`config.mk`:
```
export PLATFORM = sky130hd
export DESIGN_NAME = mux_scan_ctrl
export DESIGN_NICKNAME = d
export VERILOG_FILES = /design/src/rtl/mux_scan_pkg.sv /design/src/rtl/mux_scan_timer.sv /design/src/rtl/mux_scan_ctrl.sv
export SDC_FILE = /design/constraint.sdc
export NUM_CORES = 1
export LEC_CHECK = 0
export BUFFER_PORTS_ARGS = -buffer_cell sky130_fd_sc_hd__buf_2
export CORE_MARGIN = 1
export CORE_UTILIZATION = 54
export CTS_CLUSTER_DIAMETER = 40
export DETAILED_ROUTE_END_ITERATION = 10
export GPL_ROUTABILITY_DRIVEN = 0
export PLACE_DENSITY = 0.84
export SLEW_MARGIN = 20
export SYNTH_ARGS = -nofsm -noshare
export SYNTH_HDL_FRONTEND = slang
export SYNTH_SLANG_ARGS = --single-unit
```
`constraint.sdc`:
```
create_clock -name CLK -period 2.44 [get_ports CLK]
set_input_delay 0.244 -clock CLK [delete_from_list [all_inputs] [get_ports CLK]]
set_output_delay 0.244 -clock CLK [all_outputs]
set_load 0.005 [all_outputs]
```
`src/rtl/mux_scan_pkg.sv`:
```
// rtl/mux_scan_pkg.sv - shared types and widths for the 4:1 mux scan controller
package mux_scan_pkg;

  localparam int NCH      = 4;
  localparam int CH_W     = 2;
  localparam int SETTLE_W = 4;
  localparam int CNT_W    = 8;

  typedef enum logic [1:0] {
    ST_IDLE = 2'd0,
    ST_SCAN = 2'd1,
    ST_DONE = 2'd2
  } state_e;

endpackage

```
`src/rtl/mux_scan_timer.sv`:
```
// rtl/mux_scan_timer.sv - per-channel settle dwell counter
// load_i reloads SETTLE; expire_o is high in the last cycle of the dwell window.
module mux_scan_timer
  import mux_scan_pkg::*;
#(
  parameter int SETTLE = 2
) (
  input  logic clk_i,
  input  logic rst_i,
  input  logic load_i,
  output logic expire_o
);

  logic [SETTLE_W-1:0] cnt_q, cnt_d;

  always_comb begin
    cnt_d = cnt_q;
    if (load_i) begin
      cnt_d = SETTLE_W'(SETTLE);
    end else if (cnt_q != '0) begin
      cnt_d = cnt_q - SETTLE_W'(1);
    end
  end

  always_ff @(posedge clk_i) begin
    if (rst_i) begin
      cnt_q <= '0;
    end else begin
      cnt_q <= cnt_d;
    end
  end

  assign expire_o = (cnt_q == '0);

endmodule

```
`src/rtl/mux_scan_ctrl.sv`:
```
// rtl/mux_scan_ctrl.sv - scans the four mux inputs in turn and publishes them as one word
// Channel bits gather in a shadow and are copied to DATA in a single edge.
module mux_scan_ctrl
  import mux_scan_pkg::*;
#(
  parameter int SETTLE = 2
) (
  input  logic             CLK,
  input  logic             RST,
  input  logic             START,
  input  logic             CONT,
  input  logic             M1,
  output logic             EN,
  output logic             S0,
  output logic             S1,
  output logic             BUSY,
  output logic             DONE,
  output logic [NCH-1:0]   DATA,
  output logic [CNT_W-1:0] SCAN_CNT
);

  state_e           state_q;
  logic [CH_W-1:0]  ch_q;
  logic [NCH-1:0]   shadow_q, shadow_d;
  logic [NCH-1:0]   data_q;
  logic [CNT_W-1:0] scan_cnt_q;
  logic             en_q, busy_q, done_q, cont_q;
  logic             timer_load, timer_expire;

  mux_scan_timer #(.SETTLE(SETTLE)) u_timer (
    .clk_i    (CLK),
    .rst_i    (RST),
    .load_i   (timer_load),
    .expire_o (timer_expire)
  );

  always_comb begin
    timer_load = 1'b0;
    case (state_q)
      ST_IDLE: timer_load = START;
      ST_SCAN: timer_load = timer_expire;
      ST_DONE: timer_load = cont_q;
      default: timer_load = 1'b0;
    endcase
  end

  // Shadow including the bit being captured this edge, so DATA gets all four at once.
  always_comb begin
    shadow_d       = shadow_q;
    shadow_d[ch_q] = M1;
  end

  always_ff @(posedge CLK) begin
    if (RST) begin
      state_q    <= ST_IDLE;
      ch_q       <= '0;
      shadow_q   <= '0;
      data_q     <= '0;
      scan_cnt_q <= '0;
      en_q       <= 1'b0;
      busy_q     <= 1'b0;
      done_q     <= 1'b0;
      cont_q     <= 1'b0;
    end else begin
      case (state_q)
        ST_IDLE: begin
          done_q <= 1'b0;
          if (START) begin
            state_q <= ST_SCAN;
            ch_q    <= '0;
            en_q    <= 1'b1;
            busy_q  <= 1'b1;
          end
        end
        ST_SCAN: begin
          if (timer_expire) begin
            shadow_q <= shadow_d;
            ch_q     <= ch_q + CH_W'(1);
            if (ch_q == CH_W'(NCH - 1)) begin
              data_q     <= shadow_d;
              scan_cnt_q <= scan_cnt_q + CNT_W'(1);
              cont_q     <= CONT;
              state_q    <= ST_DONE;
              done_q     <= 1'b1;
              en_q       <= 1'b0;
              busy_q     <= 1'b0;
            end
          end
        end
        ST_DONE: begin
          done_q <= 1'b0;
          ch_q   <= '0;
          if (cont_q) begin
            state_q <= ST_SCAN;
            en_q    <= 1'b1;
            busy_q  <= 1'b1;
          end else begin
            state_q <= ST_IDLE;
          end
        end
        default: begin
          state_q <= ST_IDLE;
          ch_q    <= '0;
          en_q    <= 1'b0;
          busy_q  <= 1'b0;
          done_q  <= 1'b0;
        end
      endcase
    end
  end

  assign EN       = en_q;
  assign S0       = ch_q[0] & en_q;
  assign S1       = ch_q[1] & en_q;
  assign BUSY     = busy_q;
  assign DONE     = done_q;
  assign DATA     = data_q;
  assign SCAN_CNT = scan_cnt_q;

endmodule
```
==> report_table.html <==
<table>
<tr><th>Metric</th><th>Value</th></tr>
<tr><th colspan="2">Setup path</th></tr>
<tr><td>Required time reported for the critical path endpoint</td><td>~2700 ps</td></tr>
<tr><td>Signal arrival time at the worst endpoint</td><td>~2300 ps</td></tr>
<tr><td>Worst setup path class</td><td>reg -&gt; reg</td></tr>
<tr><td>Crit path max fanout</td><td>15</td></tr>
<tr><td>Setup crit start kind</td><td>flop</td></tr>
<tr><td>Element type at the critical path end</td><td>flop</td></tr>
<tr><th colspan="2">Final layout</th></tr>
<tr><td>Sequential cell area</td><td>around 520 sq um</td></tr>
<tr><td>Filler-free cell count of the finished design</td><td>between 150 and 200</td></tr>
<tr><td>Antenna cells</td><td>0</td></tr>
<tr><td>Layout Area Growth over Synthesis</td><td>12.12%</td></tr>
<tr><td>Share of post-route cells with drive strength above 1</td><td>18.35%</td></tr>
<tr><td>Fill cell instance count of the final layout</td><td>between 200 and 250</td></tr>
<tr><td>Nets</td><td>approximately 170</td></tr>
<tr><td>Multi-input gate area in the final layout</td><td>676.9 sq um</td></tr>
<tr><th colspan="2">Job</th></tr>
<tr><td>Max capacitance violation total</td><td>0</td></tr>
<tr><th colspan="2">GRT</th></tr>
<tr><td>Antenna violations before repair</td><td>0</td></tr>
<tr><td>Vias in the first global route</td><td>between 1000 and 1500</td></tr>
<tr><td>Maximum number of pins on one net before global-route repair</td><td>32</td></tr>
<tr><td>Residual overflow from global routing</td><td>0</td></tr>
<tr><td>Global-route wire length before repair</td><td>between 4 and 5 mm</td></tr>
<tr><td>Combined global-route utilization of all metal layers</td><td>23.42%</td></tr>
<tr><th colspan="2">Detailed routing</th></tr>
<tr><td>Vias after detailed routing</td><td>between 1000 and 1500</td></tr>
<tr><td>Routed wire length</td><td>~2.6 mm</td></tr>
<tr><td>Post-route DRC</td><td>0</td></tr>
<tr><td>Number of nets with antenna violations after detailed routing</td><td>0</td></tr>
<tr><td>1st-iter DRT viols</td><td>21</td></tr>
<tr><td>Via-to-Cell Ratio</td><td>about 5.9</td></tr>
<tr><td>Number of iterations in the first detailed-routing pass</td><td>4</td></tr>
<tr><td>Routed length per placed instance</td><td>13.88 um</td></tr>
<tr><th colspan="2">Pwr</th></tr>
<tr><td>Pwr Total</td><td>between 0.8 and 0.9 mW</td></tr>
<tr><td>Max VDD drop</td><td>roughly 0.53 mV</td></tr>
<tr><td>Total power divided by cell area</td><td>just under 600 mW/mm^2</td></tr>
<tr><td>Leakage Power</td><td>around 0.59 nW</td></tr>
<tr><th colspan="2">STA</th></tr>
<tr><td>Final setup violating endpoints</td><td>0</td></tr>
<tr><td>Final max-slew violation count</td><td>0</td></tr>
<tr><td>Worst max-slew margin expressed relative to the limit</td><td>approximately 65%</td></tr>
<tr><td>Setup tns final</td><td>0 ps</td></tr>
<tr><td>Worst setup skew after layout</td><td>about 10 ps</td></tr>
<tr><td>Worst Hold Slack</td><td>166.0 ps</td></tr>
<tr><td>Hold Vio Cnt, Final</td><td>0</td></tr>
<tr><td>Tcrit/Tclk final</td><td>a little over four fifths</td></tr>
<tr><td>Actual transition at the worst max-transition pin</td><td>523.6 ps</td></tr>
<tr><td>Achievable frequency</td><td>about 490 MHz</td></tr>
<tr><td>Unrepaired setup endpoints after global routing</td><td>false</td></tr>
<tr><td>Final Critical Period</td><td>2039 ps</td></tr>
<tr><th colspan="2">Placement</th></tr>
<tr><td>Port Buffers</td><td>21</td></tr>
<tr><td>Inst Count DP</td><td>182</td></tr>
<tr><td>Final HPWL DP</td><td>around 1.9 mm</td></tr>
<tr><th colspan="2">CTS</th></tr>
<tr><td>Clock network latency to the later pin of the worst-skew pair</td><td>between 300 and 400 ps</td></tr>
<tr><td>CTS H-Tree Depth</td><td>1</td></tr>
<tr><td>Clock tree root buffer cell</td><td>sky130_fd_sc_hd__clkbuf_4</td></tr>
<tr><td>Clock tree from TritonCTS</td><td>yes</td></tr>
<tr><td>TritonCTS Sinks</td><td>26</td></tr>
<tr><td>CTS buffer count</td><td>3</td></tr>
<tr><td>Count of instances resized after the clock tree is built</td><td>0</td></tr>
<tr><td>Clock slew at the register clock pins of the worst setup and hold paths</td><td>140 ps</td></tr>
<tr><td>Setup fix buffers added after clock tree synthesis</td><td>0</td></tr>
<tr><td>Worst-case clock buffer depth</td><td>2</td></tr>
<tr><td>Cts hold-fix bufs</td><td>0</td></tr>
<tr><th colspan="2">Yosys</th></tr>
<tr><td>Mapped Avg Cell Area</td><td>between 8 and 9 sq um</td></tr>
<tr><td>Netlist cell types</td><td>33</td></tr>
<tr><td>Syn_nets</td><td>~150</td></tr>
<tr><td>Most area-consuming cells after synthesis</td><td>sky130_fd_sc_hd__dfxtp_1 41%, sky130_fd_sc_hd__mux2i_1 6.3%, sky130_fd_sc_hd__a21oi_1 5.1%, sky130_fd_sc_hd__ha_1 4.9%, sky130_fd_sc_hd__nand3_1 3.5%</td></tr>
<tr><td>#FFs+latches synth</td><td>26</td></tr>
<tr><td>Share of Yosys cell area claimed by the top area cell type</td><td>40.99%</td></tr>
<tr><td>Yosys synthesis warning count</td><td>0</td></tr>
<tr><td>Commonest cells in the netlist</td><td>26 x sky130_fd_sc_hd__dfxtp_1, 13 x sky130_fd_sc_hd__a21oi_1, 10 x sky130_fd_sc_hd__nor2_1</td></tr>
<tr><td>Dominant synthesized flop cell</td><td>sky130_fd_sc_hd__dfxtp_1</td></tr>
<tr><td>Leading area contributor after synthesis</td><td>sky130_fd_sc_hd__dfxtp_1</td></tr>
<tr><td>Sequential-to-total area share from yosys stat</td><td>just over 40%</td></tr>
<tr><td>Synthesized area</td><td>around 0.0013 sq mm</td></tr>
<tr><td>Most numerous cell in the Yosys netlist</td><td>sky130_fd_sc_hd__dfxtp_1</td></tr>
<tr><td>Number of enable-type register cells in the synthesized netlist</td><td>0</td></tr>
<tr><td>Share of flip-flops with an asynchronous set or reset</td><td>0%</td></tr>
<tr><td>Count of mapped cells out of synthesis</td><td>~140</td></tr>
<tr><th colspan="2">Floorplanning</th></tr>
<tr><td>Height of the die</td><td>~50 um</td></tr>
<tr><td>Starting density of the core</td><td>between 50% and 60%</td></tr>
<tr><td>Core footprint</td><td>0.002212 sq mm</td></tr>
<tr><td>Overall die width</td><td>about 50 um</td></tr>
<tr><td>Placement Rows</td><td>17</td></tr>
<tr><td>Area enclosed by the die boundary</td><td>about 0.0025 sq mm</td></tr>
<tr><td>Number of top-level design ports</td><td>22</td></tr>
<tr><th colspan="2">Status</th></tr>
<tr><td>Status</td><td>finished, final reports clean</td></tr>
<tr><th colspan="2">Min path</th></tr>
<tr><td>Worst min-delay path class</td><td>in -&gt; reg</td></tr>
</table>
layer usage:
metal	GRT usage, %	share of wire [%]	vias up
met5	0	0	-
met4	4.167	0.35	0
li1	-	-	548
met3	6.364	3.6	2
met2	41.11	51	19
met1	28.71	45	520
metrics by stage:
step / worst slack, ps / utilization [%] / instance area [sq um]
2_1_floorplan: 700.8 / - / 1270
3_3_place_gp: 490.3 / 61.99 / 1371
3_5_place_dp: 408.2 / 61.99 / 1371
4_1_cts: 409.2 / 64.37 / 1424
5_1_grt: 279.9 / 64.37 / 1424
6_report: 401.3 / 64.37 / 1424
state kept, by name, summed over array words and instances, names as in the netlist:
register / flops
cont_q: 1
BUSY: 1
ch_q: 2
DATA: 4
state_q: 2
u_timer.cnt_q: 4
DONE: 1
SCAN_CNT: 8
shadow_q: 3
final cells by class:
| class | instances | area share (%) |
|---|---|---|
| Clock buffer | 3 | 1.582 |
| Multi-Input combinational cell | 99 | 47.54 |
| Sequential cell | 26 | 36.56 |
| Tap cell | 28 | 2.460 |
| Clock inverter | 1 | 2.109 |
| Timing Repair Buffer | 22 | 7.909 |
| Inverter | 7 | 1.845 |
worst paths after layout:
path / startpoint / end / slack (ps) / cells after the start
max: u_timer.cnt_q[1] / SCAN_CNT[5] / 400 / 3
min: CONT / cont_q / 170 / 3
max reg2reg: u_timer.cnt_q[1] / SCAN_CNT[5] / 400 / 3
min reg2reg: DATA[3] / DATA[3] / 490 / 2
critical path, cell delays in order, from the launching register on:
cell	delay, ps
sky130_fd_sc_hd__dfxtp_1	400
sky130_fd_sc_hd__or4_1	790
sky130_fd_sc_hd__nor4_1	410
sky130_fd_sc_hd__mux2_1	360
placed cells by master, fill, tap and decap left out, types with 2 or more instances in the layout:
master and count:
sky130_fd_sc_hd__a211o_1 2, sky130_fd_sc_hd__a211oi_1 5, sky130_fd_sc_hd__a21oi_1 13, sky130_fd_sc_hd__buf_2 21, sky130_fd_sc_hd__clkbuf_4 3, sky130_fd_sc_hd__dfxtp_1 26
sky130_fd_sc_hd__ha_1 5, sky130_fd_sc_hd__inv_1 7, sky130_fd_sc_hd__mux2_1 3, sky130_fd_sc_hd__mux2i_1 8, sky130_fd_sc_hd__nand2_1 3, sky130_fd_sc_hd__nand2b_1 4
sky130_fd_sc_hd__nand3_1 9, sky130_fd_sc_hd__nand3b_1 2, sky130_fd_sc_hd__nand4_1 2, sky130_fd_sc_hd__nor2_1 10, sky130_fd_sc_hd__nor2b_1 4, sky130_fd_sc_hd__nor3_1 2
sky130_fd_sc_hd__nor4_1 4, sky130_fd_sc_hd__o21ai_0 7, sky130_fd_sc_hd__o31ai_1 3, sky130_fd_sc_hd__or4_1 3
cell families after synthesis:
group / count (synthesis) / share of synthesized area (%)
and+or+nand+nor: 48 / 22.07
AOI/OAI and AO/OA: 35 / 17.34
DFF: 26 / 40.99
buffers and inverters: 18 / 5.714
muxes: 11 / 8.966
adders and majority gates: 5 / 4.926
where the power goes:
group	total (mW)	internal, mW	leakage, nW	switching [mW]
Combinational	0.0970	0.0388	0.354	0.0582
Clock	0.290	0.166	0.0279	0.124
Sequential	0.450	0.435	0.211	0.0144
Total	0.836	0.640	0.593	0.196
No activity file was read; power rests on OpenSTA's default activity.
